File: src/rtl/ber_delay_line.sv
// Reference-bit delay line with a tap mux: sel=0 passes din straight through,
// sel=k returns the bit shifted in k strobes earlier.
module ber_delay_line #(
    parameter int DEPTH = 512,
    parameter int SEL_W = 9
) (
    input  logic             clk,
    input  logic             reset,
    input  logic             shift,
    input  logic             din,
    input  logic [SEL_W-1:0] sel,
    output logic             dout
);

    // Only DEPTH-1 stored entries are ever selectable; tap 0 is din itself.
    logic [DEPTH-2:0] line;
    logic [DEPTH-1:0] taps;

    assign taps = {line, din};
    assign dout = taps[sel];

    always_ff @(posedge clk) begin
        if (reset) begin
            line <= '0;
        end else if (shift) begin
            line <= taps[DEPTH-2:0];
        end
    end

endmodule

File: config.mk
export PLATFORM = sky130hd
export DESIGN_NAME = ber_delay_line
export DESIGN_NICKNAME = d
export VERILOG_FILES = /design/src/rtl/ber_delay_line.sv
export SDC_FILE = /design/constraint.sdc
export NUM_CORES = 1
export LEC_CHECK = 0
export CORE_ASPECT_RATIO = 1.75
export CORE_UTILIZATION = 43
export CTS_BUF_LIST = sky130_fd_sc_hd__clkbuf_2
export CTS_CLUSTER_SIZE = 25
export DETAILED_ROUTE_END_ITERATION = 12
export HOLD_SLACK_MARGIN = 0.03
export SLEW_MARGIN = 20
export SYNTH_ARGS = -nofsm -noshare
export SYNTH_HDL_FRONTEND = slang
export SYNTH_SLANG_ARGS = --single-unit
export TNS_END_PERCENT = 50
File: constraint.sdc
create_clock -name clk -period 5.4 [get_ports clk]
set_input_delay 1.62 -clock clk [delete_from_list [all_inputs] [get_ports clk]]
set_output_delay 1.62 -clock clk [all_outputs]
set_load 0.01 [all_outputs]
## Word level (Yosys, flattened, before mapping)

Cells that the tools add are included.

| operators by class | value |
|---|---|
| shift-type cells | 0 |
| add/subtract/negate cells | 0 |
| div/mod/pow operators | 0 |
| reductions and logical operators | 0 |
| bitwise logic cells | 0 |
| multiply operators | 0 |
| $lt $le $gt $ge | 1 |
| mux-type cells | 2 |
| equality and inequality tests | 0 |

Operators by type and width:

| cell | number |
|---|---|
| $lt A9 B10 Y1 const B | 1 |
| $bmux W1 S9 | 1 |
| $mux W1 | 1 |

| storage, ports and cells | value |
|---|---|
| word-level logic and storage cells | 4 |
| RAM bits | 0 |
| bits in latches | 0 |
| register bits after elaboration | 511 |
| memories | 0 |
| ROM bits | 0 |

## Longest topological paths before layout

| depth | value |
|---|---|
| depth in word-level cells | 2 |
| mapped depth | 12 |

## Least setup slack after synthesis

OpenSTA, ideal clock, no wires.

| timing path | value |
|---|---|
| path kind | input-to-output |
| from | in sel[0] |
| to | out dout |
| slack | 0.394 ns |
| arrival time | 3.386 ns |
| buffers on the path | 3 |
| cell stages on the path | 9 |
| cell sequence | buf_6 -> buf_12 -> buf_2 -> mux4_2 -> o22ai_1 -> nor2_1 -> o41a_1 -> nand3_1 -> nand4_1 |

| between the ends | value |
|---|---|
| cells in the longest elaborated chain, start to end | 2 |

Ends and longest elaborated chain:

| what | RTL line | RTL |
|---|---|---|
| start, declared | 11 | `input logic [SEL_W-1:0] sel,` |
| $bmux W1 S9 | 20 | `assign dout = taps[sel];` |
| $mux W1 (not written as such) | 20 |  |
| end, declared | 12 | `output logic dout` |

Every way passes these cells. The select of a mux whose other input is x is not followed.

## Final worst setup path

| timing path | value |
|---|---|
| from | in sel[2] |
| to | out dout |

Same word-level chain as after synthesis.

==> results.txt <==
Status -> complete, but fails checks
Failing checks -> setup timing
DR WL/cell -> 17.9 um
Synth cell count leaders -> mux2i_1, nor2_1, dfxtp_1, clkbuf_1, mux4_2
Final WL -> 52600 um
Fin crit share -> 104%
Initial DRC count -> 934
Psw -> 1820 uW
Routed vias -> 15.8k
TritonCTS clock tree -> done
Period minus WS final -> 5.62 ns
Gr usage total -> 20.1%
Dpl hpwl -> 34500 um
Antenna-violating nets left -> 0
CP cell instances -> clkdlybuf4s50_1 -> buf_6 -> nand2b_4 -> clkbuf_16 -> o221ai_1 -> o22ai_1 -> nor2_1 -> o211ai_1 -> a221o_1 -> nand4_1 -> buf_2
IO Pins -> 14
Clock Latency Late Sink -> 1.11 ns
Worst hold path type -> reg2reg
Final setup fails -> 1
Max FFs per register -> 511
Post-Synthesis Cells -> 2084
Dpl cells -> 2717
CORE AREA -> 50700 um2
Root Driver -> clkbuf_2
Largest net degree at the start of global routing -> 147
CTS Hold Bufs -> 0
Synth-to-layout area growth -> 12.7%
Worst Path Arrival -> 4.00 ns
Share of the synthesized area in the top cell type -> 46.1%
Register bit total from synthesis -> 511
Starting Density -> 43.7%
Final Hold Vio Count -> 0
Clock sinks -> 511
Critical path's slowest cell -> clkdlybuf4s50_1
Most Crowded Layer GR -> met2
Final non-filler cell total -> 2932
Post-synthesis net count -> 2097
Detailed-router iteration count before antenna repair -> 5
Finished Cell Area -> 25000 um2
Drt drc -> 0
Slowest stage delay, CP -> 0.48 ns
Post-Route Skew -> 0.0707 ns
TritonCTS Buffers -> 114
M3 GR Usage -> 3.33%
Yosys cell types -> 43
Nets -> 2189
Worst VDD drop -> 0.129 mV
Initial antenna violation count -> 1
Placement Setup Slack -> -0.736 ns
Worst Setup End Kind -> primary output
First-pass GRT wire length -> 84600 um
Worst Path Max Fanout -> 8
Crit start category -> primary input
Vert. Die Dim -> 302 um
Worst-path clk slew -> 0.11 ns
Fillers -> 4729
Async S/R FF share, synth -> 0%
Max cap viols -> 0
DP Area -> 23600 um2
Gr ovfl total -> 0
Number of flops mapped to enable cells by yosys -> 0
Internal Pwr Total -> 4930 uW
Port buffer count -> 13
Layout cells sized above 1 -> 18.2%
RePlAce Congestion -> 0.853
Max-slew violation count -> 0
Peak Freq -> 0.178 GHz
Pleak -> 0.0108 uW
Die W -> 174 um
Register with the most flip-flops -> line
Setup ws final -> -0.224 ns
Top Registers -> line x511
Gate power share -> 8.3%
Area contributors post-synth -> dfxtp_1, mux2i_1, nor2_1
Register area share after synthesis -> 46.1%
Met1 Usage GRT -> 22.9%
Pwr dens -> 270 nW/um2
Syn avg cell area -> 10.6 um2
Rows -> 109
Vias in the first global route -> 15.9k
Clock buffer depth -> 3
H-tree levels -> 3
Post-route core utilization -> 49.3%
RSZ-0062 raised after global routing -> true
Most used DFF post-synth -> dfxtp_1
M2 GR Usage -> 36.8%
Area leader, netlist -> dfxtp_1
Max-slew headroom -> 34.8%
Sw frac -> 26.9%
Crit path kind -> in2out
Via density -> 5.38
Clk pwr share -> 35.9%
Die area -> 52500 um2
Worst-Margin Slew -> 0.978 ns
Yosys warns -> 0
Post-Syn Area -> 22200 um2
Worst path required time -> 3.78 ns
Top-count cell post-synth -> mux2i_1
Power share of the sequential group -> 55.9%
[final timing paths]
check | startpoint | endpoint | slack, ns | cells after the start
setup / recovery | sel[2] | dout | -0.22 | 11
hold / removal | line[438] | line[439] | 0.49 | 2
setup reg to reg | line[206] | line[207] | 4.66 | 2
hold reg to reg | line[438] | line[439] | 0.49 | 2
[power by group through the flow]
stage                     Sequential (uW)  Combinational [uW]  Clock [uW]
after floorplan                      3850                 379           0
after global placement               3850                 522           0
after detailed placement             3850                 528           0
after CTS                            3770                 549        2530
after global routing                 3770                 586        2730
final                                3770                 557        2420
[layout by cell type, fill, tap and decap left out, types with 7 or more instances in the layout]
cell / count
o221ai_1: 42
clkinv_1: 32
nor2_1: 526
o221ai_2: 14
clkbuf_2: 168
buf_12: 31
clkdlybuf4s50_1: 7
buf_4: 95
o22ai_1: 25
nand2_1: 10
mux2i_1: 626
dfxtp_1: 511
a21oi_1: 34
mux4_2: 70
[timing repair]
action | CTS | global route
endpoints found under the setup margin | 1 | 1
cloned | 2 | 1
buffers inserted | 4 | 2
pin swaps | 8 | 9
endpoints found under the hold margin | 0 | 0
gates resized for setup | 35 | 12
[stage by stage]
step	power, uW	TNS (ns)	hold slack (ns)
final	6750	-0.224	0.486
after global routing	7080	-0.257	0.510
after CTS	6850	-0.222	0.478
after detailed placement	4380	-0.736	0.485
after global placement	4380	-0.700	0.478
after floorplan	4230	0	0.460
[area by class of cell]
type                            count  area, um2  area share [%]
Clock buffer                      168        841            3.36
Antenna cell                        1       2.50          0.0100
Sequential cell                   511      10200            40.9
Timing Repair Buffer              143       1580            6.32
Multi-Input combinational cell   1401      11300            45.2
Tap cell                          666        833            3.33
Inverter                            5       23.8          0.0951
Clock inverter                     37        198           0.791
[layer usage]
metal / part of all wire, % / routed length, um
met4: 3.2 / 1680
met3: 3.4 / 1800
met5: 0 / 0
met1: 41 / 21500
met2: 53 / 27600
[critical path: cells and delay by family]
kind                   cells  cell delay, ns
buffers and inverters      4            1.01
AOI/OAI and AO/OA          4            0.87
and+or+nand+nor            3            0.50
[cells by family (layout without fill, tap and decap cells)]
logic type             count (synthesis)  after routing  share of synthesized area [%]
AO/OA/AOI/OAI                        143            143                           4.65
buffers and inverters                172            353                           3.88
flip-flops                           511            511                           46.1
multiplexers                         699            699                           35.6
other                                  0              1                              0
AND/OR/NAND/NOR                      559            559                           9.71
Power figures use the tool's default switching activity.
